## src/rtl/alarm_pkg.sv

```systemverilog
// Shared types and constants for the alarm ringer block.
package alarm_pkg;
    localparam int HOUR_W   = 5;
    localparam int MIN_W    = 6;
    localparam int SEC_W    = 6;
    localparam int MAX_HOUR = 23;
    localparam int MAX_MIN  = 59;

    typedef enum logic [1:0] {
        IDLE   = 2'd0,
        RING   = 2'd1,
        SNOOZE = 2'd2
    } state_e;

    function automatic logic set_point_ok(input logic [HOUR_W-1:0] h,
                                          input logic [MIN_W-1:0]  m);
        return (h <= HOUR_W'(MAX_HOUR)) && (m <= MIN_W'(MAX_MIN));
    endfunction
endpackage

```

## src/rtl/alarm_tone_gen.sv

```systemverilog
// Tone square wave: half-period of TONE_DIV clocks, restarts high on start_i,
// held low whenever not enabled.
module alarm_tone_gen #(
    parameter int TONE_DIV = 4
) (
    input  logic clk_i,
    input  logic rst_n_i,
    input  logic en_i,
    input  logic start_i,
    output logic tone_o
);
    localparam int            CW   = (TONE_DIV > 1) ? $clog2(TONE_DIV) : 1;
    localparam logic [CW-1:0] WRAP = CW'(TONE_DIV - 1);

    logic [CW-1:0] cnt_q, cnt_d;
    logic          tone_q, tone_d;

    always_comb begin
        cnt_d  = '0;
        tone_d = 1'b0;
        if (start_i) begin
            tone_d = 1'b1;
        end else if (en_i) begin
            if (cnt_q == WRAP) begin
                tone_d = ~tone_q;
            end else begin
                cnt_d  = cnt_q + 1'b1;
                tone_d = tone_q;
            end
        end
    end

    always_ff @(posedge clk_i) begin
        if (!rst_n_i) begin
            cnt_q  <= '0;
            tone_q <= 1'b0;
        end else begin
            cnt_q  <= cnt_d;
            tone_q <= tone_d;
        end
    end

    assign tone_o = tone_q;
endmodule

```

## src/rtl/alarm_ringer_ctrl.sv

```systemverilog
// Alarm set-point compare and ring controller; RINGER1 carries the tone.
// Optional snooze support is built when ALARM_SNOOZE_EN is defined.
module alarm_ringer_ctrl
    import alarm_pkg::*;
#(
    parameter int RING_SECS   = 60,
    parameter int TONE_DIV    = 4,
    parameter int SNOOZE_SECS = 300
) (
    input  logic              clk,
    input  logic              reset_n,
    input  logic              tick_1hz,
    input  logic [HOUR_W-1:0] cur_hour,
    input  logic [MIN_W-1:0]  cur_min,
    input  logic [SEC_W-1:0]  cur_sec,
    input  logic              alarm_load,
    input  logic [HOUR_W-1:0] set_hour,
    input  logic [MIN_W-1:0]  set_min,
    input  logic              stop_btn,
    input  logic              snooze_btn,
    output logic              RINGER1,
    output logic              ringing
);
    localparam logic [7:0] RING_INIT = 8'(RING_SECS);

    state_e            state_q, state_d;
    logic              armed_q, armed_d;
    logic [HOUR_W-1:0] alm_hour_q, alm_hour_d;
    logic [MIN_W-1:0]  alm_min_q, alm_min_d;
    logic [7:0]        ring_cnt_q, ring_cnt_d;
    logic              ringing_q;
    logic              trig;
`ifdef ALARM_SNOOZE_EN
    localparam logic [9:0] SNZ_INIT = 10'(SNOOZE_SECS);
    logic [9:0]        snz_cnt_q, snz_cnt_d;
`else
    logic              unused_snz;
    assign unused_snz = snooze_btn ^ (SNOOZE_SECS > 0);
`endif

    assign trig = armed_q & tick_1hz & (cur_sec == '0) &
                  (cur_hour == alm_hour_q) & (cur_min == alm_min_q);

    always_comb begin
        state_d    = state_q;
        armed_d    = armed_q;
        alm_hour_d = alm_hour_q;
        alm_min_d  = alm_min_q;
        ring_cnt_d = ring_cnt_q;
`ifdef ALARM_SNOOZE_EN
        snz_cnt_d  = snz_cnt_q;
`endif
        // Set-point load is independent of the ring FSM.
        if (alarm_load && set_point_ok(set_hour, set_min)) begin
            armed_d    = 1'b1;
            alm_hour_d = set_hour;
            alm_min_d  = set_min;
        end

        case (state_q)
            IDLE: begin
                if (trig && !stop_btn) begin
                    state_d    = RING;
                    ring_cnt_d = RING_INIT;
                end
            end
            RING: begin
                if (stop_btn) begin
                    state_d = IDLE;
`ifdef ALARM_SNOOZE_EN
                end else if (snooze_btn) begin
                    state_d   = SNOOZE;
                    snz_cnt_d = SNZ_INIT;
`endif
                end else if (tick_1hz) begin
                    if (ring_cnt_q == 8'd1) state_d = IDLE;
                    ring_cnt_d = ring_cnt_q - 8'd1;
                end
            end
`ifdef ALARM_SNOOZE_EN
            SNOOZE: begin
                if (stop_btn) begin
                    state_d = IDLE;
                end else if (tick_1hz) begin
                    if (snz_cnt_q == 10'd1) begin
                        state_d    = RING;
                        ring_cnt_d = RING_INIT;
                    end
                    snz_cnt_d = snz_cnt_q - 10'd1;
                end
            end
`endif
            default: state_d = IDLE;
        endcase
    end

    always_ff @(posedge clk) begin
        if (!reset_n) begin
            state_q    <= IDLE;
            armed_q    <= 1'b0;
            alm_hour_q <= '0;
            alm_min_q  <= '0;
            ring_cnt_q <= '0;
            ringing_q  <= 1'b0;
`ifdef ALARM_SNOOZE_EN
            snz_cnt_q  <= '0;
`endif
        end else begin
            state_q    <= state_d;
            armed_q    <= armed_d;
            alm_hour_q <= alm_hour_d;
            alm_min_q  <= alm_min_d;
            ring_cnt_q <= ring_cnt_d;
            ringing_q  <= (state_d == RING);
`ifdef ALARM_SNOOZE_EN
            snz_cnt_q  <= snz_cnt_d;
`endif
        end
    end

    // Tone flop is driven from the next state so RINGER1 tracks ringing edge-for-edge.
    alarm_tone_gen #(.TONE_DIV(TONE_DIV)) u_tone (
        .clk_i   (clk),
        .rst_n_i (reset_n),
        .en_i    (state_d == RING),
        .start_i ((state_d == RING) && (state_q != RING)),
        .tone_o  (RINGER1)
    );

    assign ringing = ringing_q;
endmodule

```

## config.mk

```make
export PLATFORM = sky130hd
export DESIGN_NAME = alarm_ringer_ctrl
export DESIGN_NICKNAME = d
export VERILOG_FILES = /design/src/rtl/alarm_pkg.sv /design/src/rtl/alarm_tone_gen.sv /design/src/rtl/alarm_ringer_ctrl.sv
export SDC_FILE = /design/constraint.sdc
export NUM_CORES = 1
export LEC_CHECK = 0
export BUFFER_PORTS_ARGS = -buffer_cell sky130_fd_sc_hd__buf_2
export CORE_AREA = 4 4 66 56
export DETAILED_ROUTE_END_ITERATION = 8
export DIE_AREA = 0 0 70 60
export PLACE_DENSITY = 0.68
export SYNTH_ARGS = -nofsm -noshare
export SYNTH_HDL_FRONTEND = slang
export SYNTH_HIERARCHICAL = 1
export SYNTH_SLANG_ARGS = --single-unit
```

## constraint.sdc

```tcl
create_clock -name clk -period 2.44 [get_ports clk]
set_input_delay 0 -clock clk [delete_from_list [all_inputs] [get_ports clk]]
set_output_delay 0 -clock clk [all_outputs]
set_load 0.01 [all_outputs]
```

# Yosys cells after proc, flatten, opt, wreduce, memory -nomap -nowiden
# Cells that the tools add are included.
# Widths: inputs -> output; s select.
# word_totals
regBits	26
inputBits	34
output_inout_bits	2
elab_cells	52
# op_classes
addsub	2
order_cmp	2
n_eq_ne	11
muxes	12
bitwise_logic	7
reduce_logical	10
# ops
operator	n
$mux 8	3
$pmux 8 s2	1
$eq 8x1->1 const B	1
$mux 2	4
$sub 8x1->8 const B	1
$eq 6x6->1	1
$le 6x6->1 const B	1
$logic_not 6->1	1
$ne 2x2->1 const B	3
$eq 5x5->1	1
$le 5x5->1 const B	1
$and 1x1->1	4
$eq 2x1->1 const B	2
$logic_and 1x1->1	4
$pmux 2 s2	1
$reduce_and 4->1	1
$reduce_or 4->1	1
$mux 1	3
$ne 3x3->1 const B	1
$not 1->1	3
$add 2x1->2 const B	1
$eq 2x2->1 const B	1
$logic_not 2->1	1
$ne 2x1->1 const B	1
2 further kinds	2

# Longest topological paths before layout
# Gate-level depths: netlist of run 1.
# depth
ltp_word	10
ltp_mapped	7
depth_no_buf	7

# Cells and area by module
# The synthesis of run 1 kept the hierarchy.
# modules_own_cells
mod	instances	cells_per_inst	area_per_inst_um2
alarm_ringer_ctrl	1	128	1212.4
alarm_tone_gen	1	11	120.1

# Worst setup path before layout of run 1
# OpenSTA, ideal clock, no wires.
# synth_timing
path_type	register -> register
from	register ring_cnt_q[3]
to	register u_tone.cnt_q[1]
setup_time_ps	115
arrival_ps	1698
t_required_ps	2325
slack_ps	628
path_stages_with_launch	6
path_buffers	0
period_less_slack_ps	1812
path_cell_list	dfxtp_1 -> or4_1 -> o41ai_2 -> nand2_1 -> and4bb_1 -> and2_1
# synth_between
elab_chain_cells	8
word_cells_on_any_way	9
# synth_rtl
element	line_no	text
from (decl)	alarm_ringer_ctrl.sv:30	logic [7:0] ring_cnt_q, ring_cnt_d;
from (signal assigned)	alarm_ringer_ctrl.sv:113	ring_cnt_q <= ring_cnt_d;
$eq 8x1->1 (*)	alarm_ringer_ctrl.sv:76	if (ring_cnt_q == 8'd1) state_d = IDLE;
$mux 2 (*)	alarm_ringer_ctrl.sv:76	
$mux 2 (*)	alarm_ringer_ctrl.sv:75	end else if (tick_1hz) begin
$mux 2 (*)	alarm_ringer_ctrl.sv:68	if (stop_btn) begin
$pmux 2 s2 (*)	alarm_ringer_ctrl.sv:60	case (state_q)
$eq 2x1->1 (*)	alarm_ringer_ctrl.sv:125, alarm_ringer_ctrl.sv:126	
$logic_and 1x1->1 / $not 1->1 (equally long branches)	--	
$reduce_or 4->1 (no line) (*)	--	
to (signal assigned)	alarm_tone_gen.sv:38	cnt_q <= cnt_d;
to (decl)	alarm_tone_gen.sv:15	logic [CW-1:0] cnt_q, cnt_d;
# Every way passes the cells marked *; elsewhere a longest branch is shown, timed or not.
# A chain may end at the register's enable or synchronous reset.

# Final worst setup path of run 1
# Ends and elaborated chain as after synthesis.

==> results of run 1 <==
layout by cell type (no fill, tap or decap), drive strengths merged, types with 2 or more instances in the layout:
cell	instances
a211oi	2
a21boi	3
a31oi	2
and4bb	2
buf	35
clkbuf	3
dfxtp	26
dlygate4sd3	3
ha	3
inv	5
mux2i	9
nand2	7
nand3	7
nand4	4
nor2	6
nor2b	9
nor3	4
nor4	4
o21ai	7
o221a	2
o311a	3
or4	2
xnor2	12
worst max path at each step:
stage | cells after the start | end | slack [ps] | start
2_1_floorplan | 5 | u_tone/cnt_q[1] | 630 | ring_cnt_q[3]
3_3_place_gp | 5 | u_tone/cnt_q[0] | 500 | ring_cnt_q[3]
3_5_place_dp | 5 | u_tone/cnt_q[0] | 490 | ring_cnt_q[3]
4_1_cts | 5 | u_tone/cnt_q[1] | 470 | ring_cnt_q[3]
5_1_grt | 5 | u_tone/cnt_q[0] | 340 | ring_cnt_q[3]
6_report | 5 | u_tone/cnt_q[1] | 460 | ring_cnt_q[3]
worst max-delay path, cell delays in order, from the launching register on:
cell and delay [ps]:
dfxtp_1 360, or4_1 620, o41ai_2 390, nand2_1 130, and4bb_1 240, and2_1 150
registers in the layout, summed over array words and instances, names as in the netlist:
signal,flops
armed_q,1
u_tone/tone_o,1
state_q,2
ring_cnt_q,8
ringing,1
alm_hour_q,5
u_tone/cnt_q,2
alm_min_q,6
power by group through the flow:
stage	Clock, µW	Combinational (µW)	Sequential [µW]
after global placement	0	90.3	456
final	237	96.8	447
after detailed placement	0	94.0	457
after floorplan	0	55.9	454
after global routing	260	108	449
after CTS	245	97.6	447
per-layer routing:
metal	global-route usage (%)	vias to the layer above	part of all wire (%)
li1	-	580	-
met1	18.6	538	45
met2	25.8	31	49
met3	4.54	2	5.3
met5	0	-	0
met4	3.55	0	0.54
cell families after synthesis:
kind of cell	after synthesis	synth area share, %
AND/OR/NAND/NOR	54	26.2
flip-flops	26	39.1
AO/OA/AOI/OAI	24	14.1
XOR/XNOR	12	7.89
buffers and inverters	10	2.91
multiplexers	9	6.76
adder cells (fa/ha/maj)	3	2.82
other	1	0.281
metrics by stage:
step	area (µm²)	utilization [%]	cells	worst slack (ps)	total power [µW]
finish	1610	53.4	215	459	780
global route	1610	53.4	215	336	816
CTS	1610	53.4	215	473	790
detailed placement	1540	51.0	209	485	551
global placement	1540	51.0	209	501	546
floorplan	1330	-	139	628	510
cells in the mapped netlist, types with 2 or more instances:
cell type,number,area [µm²]
a211oi_1,2,15.0
a21boi_1,2,15.0
a31oi_1,2,12.5
clkbuf_1,4,15.0
dfxtp_1,26,521
ha_1,3,37.5
inv_1,5,18.8
mux2i_1,9,90.1
nand2_1,6,22.5
nand3_1,7,35.0
nand4_1,4,25.0
nor2_1,6,22.5
nor2b_1,9,56.3
nor3_1,4,20.0
nor4_1,2,12.5
o21ai_0,7,35.0
o221a_2,2,22.5
o311a_1,3,30.0
xnor2_1,12,105
area by class of cell:
cell class / instances / area, µm²
timing repair buffer: 38 / 208
tap: 40 / 50.0
multi-input combinational: 103 / 773
clock buffer: 3 / 41.3
inverter: 5 / 18.8
sequential: 26 / 520
fill: 304 / 1410
==> results.ini, run 1 <==
[routing]
drcViolationCount = 0
first_pass_iters = 4
final_antenna_net_count = 0
drt_iter0_drc = 41
vias = 1151
routed_wl_um = 2980
via_per_inst = 5.35
routedWlPerCell_um = 13.9

[worst_hold_path]
hp-class = input port to register
hold_depth = 3
worstHoldStart = set_hour[2]
hold_end = alm_hour_q[2]

[synth]
synth_area_per_cell_um2 = 9.59
yosysWarnings = 6
synth_area_um2 = 1330
seq_area_frac_synth_pct = 39.1
ys.flop_type = dfxtp_1
synth_seq_cells = 26
syn-num-nets = 176
synth.distinct_cells = 43
ys_async_sr_fraction_pct = 0
synth_edf_count = 0
netlist_instances = 139

[cts]
cts.htree.levels = 1
ctsHoldBuffers = 3
cts_buffers = 3
post_cts_buffers = 0
cts_sinks = 26
insertion_delay_ps = 270
clk_root_buffer_cell = clkbuf_8
cts_resized = 0
clk_pin_slew_worst_paths_ps = 90
cts_tree = done
cts_max_path_buffers = 2

[sta]
worstMarginPinSlew_ps = 592
tns_ps = 0
max_slew_margin_pct = 60.4
fin_crit_sh_pct = 81.2
slew_viol_final = 0
fin_crit_ps = 1980
skew_ps = 5.96
final_hold_viol_count = 0
rsz0062_at_grt = no
max_freq_mhz = 505
whs_ps = 3.99
setup_viol = 0

[floorplan]
die-area_um2 = 4200
io_pins = 36
die_y_um = 60
core_um2 = 3020
rows = 18
fp.dieW_um = 70
start_util_pct = 44.2

[critical_path]
end_kind = register
cp-start-kind = register
crit_arrival_ps = 2150
path_max_fanout = 6
path_class = register to register
rr_startpoint = ring_cnt_q[3]
reg2reg_to = u_tone/cnt_q[1]
cp.required_ps = 2610
r2r_cells = 5
reg2reg_slack_ps = 460

[final_layout]
drive_gt1_share_pct = 26.3
area_growth_pct = 20.9
num-nets-final = 214
diodes = 0

[global_route]
overflow = 0
grt_max_degree = 30
track_usage_pct = 15.0
grt_pass1_vias = 1151
grt_antenna_before_repair = 0
grt_first_pass_wirelength_um = 5020

[power]
power_leakage_uw = 0.000690
combPwrFrac_pct = 12.4
pwr-share-clk_pct = 30.3
switching_share_pct = 22.8
vdd_ir_drop_max_uv = 324
sequentialPowerShare_pct = 57.3
p_per_area_nw_per_um2 = 484
intPower_uw = 602
p_switching_uw = 178

[place]
place.gp.congestion = 0.731
io_buffer_count = 34
dp_hpwl_um = 2300

[status]
outcome = finished clean

[run]
drv_cap = 0

Note: power is estimated with default switching activity, not from simulation.
==> run 2: changes to the inputs <==
--- a/config.mk
+++ b/config.mk
@@ -9,7 +9,7 @@
 export CORE_AREA = 4 4 66 56
 export DETAILED_ROUTE_END_ITERATION = 8
 export DIE_AREA = 0 0 70 60
-export PLACE_DENSITY = 0.68
+export PLACE_DENSITY = 0.7
 export SYNTH_ARGS = -nofsm -noshare
 export SYNTH_HDL_FRONTEND = slang
 export SYNTH_HIERARCHICAL = 1
==> constraint.sdc (replaced) <==
create_clock -name clk -period 1.6 [get_ports clk]
set_input_delay 0 -clock clk [delete_from_list [all_inputs] [get_ports clk]]
set_output_delay 0 -clock clk [all_outputs]
set_load 0.01 [all_outputs]
==> run 2 against run 1 <==
Effect of this change:
- the run now ends with setup timing left
- register-to-register slack worse by 560 ps
- clock skew down 0.76 ps
- final area up 17%
- first-iteration DRC count down 27%
- critical path depth unchanged
- critical path type unchanged
- critical endpoint is now u_tone/cnt_q[0]
- largest power group unchanged
==> results.ini, run 2 (synthesis gave the netlist of run 1 again) <==
[critical_path]
critPathTopFamily = simple AND/OR/NAND/NOR gates
cp.required_ps = 1770  ; -840 ps
path_class = register to register
worst_path_largest_cell_delay_ps = 560  ; -60 ps
end_kind = register
path_max_fanout = 2  ; -4
crit_arrival_ps = 1870  ; -280 ps
slowest_stage = or4_4
cp_cell_sequence = or4_4, o41ai_4, nand2_2, and4bb_1, and2b_1
cp-start-kind = register
path_buf_inv = 0  ; unchanged

[cts]
cts_sinks = 26  ; unchanged
cts_buffers = 3  ; unchanged
clk_root_buffer_cell = clkbuf_8
cts.htree.levels = 1  ; unchanged
cts_tree = done
cts_max_path_buffers = 2  ; unchanged
insertion_delay_ps = 270  ; about the same
clk_pin_slew_worst_paths_ps = 90  ; about the same

[final_layout]
regMostFlops = ring_cnt_q
num-nets-final = 232  ; +8.4%
fin_area_um2 = 1890  ; +17%
final_util_pct = 62.5  ; +9.1 points
diodes = 0  ; unchanged
layout.cells.most_common = buf_2
final_cells = 234  ; +8.8%
layout_common_cells = buf_2, buf_4, dfxtp_1, dfxtp_2
largest_reg_flops = 8  ; unchanged
area_growth_pct = 41.6
drive_gt1_share_pct = 43.8  ; +18 points
top_regs = ring_cnt_q x8, alm_min_q x6, alm_hour_q x5

[status]
violations = setup timing
outcome = complete, but fails checks

[routing]
drcViolationCount = 0  ; unchanged
via_per_inst = 5.26  ; -1.7%
vias = 1232  ; +7.0%
routed_wl_um = 3290  ; +10%
final_antenna_net_count = 0  ; unchanged
first_pass_iters = 4  ; unchanged
drt_iter0_drc = 30  ; -27%
routedWlPerCell_um = 14.1  ; +1.4%

[sta]
slew_viol_final = 0  ; unchanged
skew_ps = 5.20  ; -0.759 ps
max_freq_mhz = 589  ; +17%
setup_ws_ps = -96.4  ; -555 ps
whs_ps = 9.06  ; +5.07 ps
final_hold_viol_count = 0  ; unchanged
rsz0062_at_grt = yes
fin_crit_sh_pct = 106  ; +25 points
max_slew_margin_pct = 57.5  ; -2.9 points
setup_viol = 2  ; +2
fin_crit_ps = 1700  ; -285 ps
worstMarginPinSlew_ps = 636  ; +44.1 ps

[worst_hold_path]
hp-class = input port to register

[power]
p_per_area_nw_per_um2 = 745  ; +54%
power_leakage_uw = 0.000829  ; +20%
vdd_ir_drop_max_uv = 726  ; +120%

[place]
post_dp_cell_area_um2 = 1660  ; +7.9%
io_buffer_count = 34  ; unchanged
dp_cells = 223  ; +6.7%
dp_hpwl_um = 2450  ; +6.2%
place.gp.congestion = 0.775  ; +6.1%

[floorplan]
core_um2 = 3020  ; unchanged
die_y_um = 60  ; unchanged
io_pins = 36  ; unchanged
fp.dieW_um = 70  ; unchanged
start_util_pct = 44.2  ; unchanged
rows = 18  ; unchanged
die-area_um2 = 4200  ; unchanged

[run]
drv_cap = 0  ; unchanged

[global_route]
grt_pass1_vias = 1258  ; +9.3%
overflow = 0  ; unchanged
grt_max_degree = 30  ; unchanged
grt_first_pass_wirelength_um = 5420  ; +8.1%
track_usage_pct = 15.9  ; +0.93 points
grt_antenna_before_repair = 0  ; unchanged

## run 2: changes by cell type in the layout (fill, tap and decap cells not counted), moves of 2 or more
cell           previous run  this run
buf_4                     1        16
dfxtp_1                  26        15
dfxtp_2                   0        11
dlygate4sd3_1             3         5
xnor2_1                  12         5
xnor2_2                   0         7
## run 2: path summary, 6_finish.rpt
kind / slack [ps] / depth (start not counted) / startpoint / end
min: 9 / 3 / set_min[5] / alm_min_q[5]
max: -100 / 5 / ring_cnt_q[6] / u_tone/cnt_q[0]
max reg2reg: -100 / 5 / ring_cnt_q[6] / u_tone/cnt_q[0]
min reg2reg: 470 / 2 / armed_q / armed_q
## run 2: per-stage QoR
stage	setup TNS [ps]	worst slack, ps	total power, µW
3_3_place_gp	-22.8	-16.0	838
3_5_place_dp	-210	-118	845
2_1_floorplan	-72.2	-38.5	778
6_report	-173	-96.4	1410
5_1_grt	-440	-153	1470
4_1_cts	-222	-123	1400
## run 2: area by class of cell
type | instances | area [µm²]
Multi-Input combinational cell | 103 | 861
Inverter | 5 | 18.8
Clock inverter | 1 | 30.0
Clock buffer | 3 | 41.3
Timing Repair Buffer | 56 | 352
Tap cell | 40 | 50.0
Fill cell | 253 | 1130
Sequential cell | 26 | 534
## run 2: layer usage
layer	vias to the layer above	share of wire, %	GRT usage [%]
met5	-	0	0
met4	0	0.33	2.46
met3	2	4.1	4.37
met2	24	50	28.9
met1	584	46	19.4
li1	622	-	-
## run 2: tightest hold or removal path, delay by kind of cell
kind	cells	cell delay, ps
buffers and inverters	1	90
muxes	1	60
and+or+nand+nor	1	90
## run 2: what timing repair did
action                     CTS  global route
setup endpoints to repair    3            11
setup buffers                1             1
hold buffers                 5             0
hold endpoints to repair     5             0
pin swaps                    0            13
gates cloned                 0             0
gates resized for setup      0            23
## run 2: report_power, final
group	internal (µW)	switching, µW	total (µW)
Sequential	670	17.2	687
Combinational	106	72.8	179
Clock	335	206	540
Total	1110	296	1410
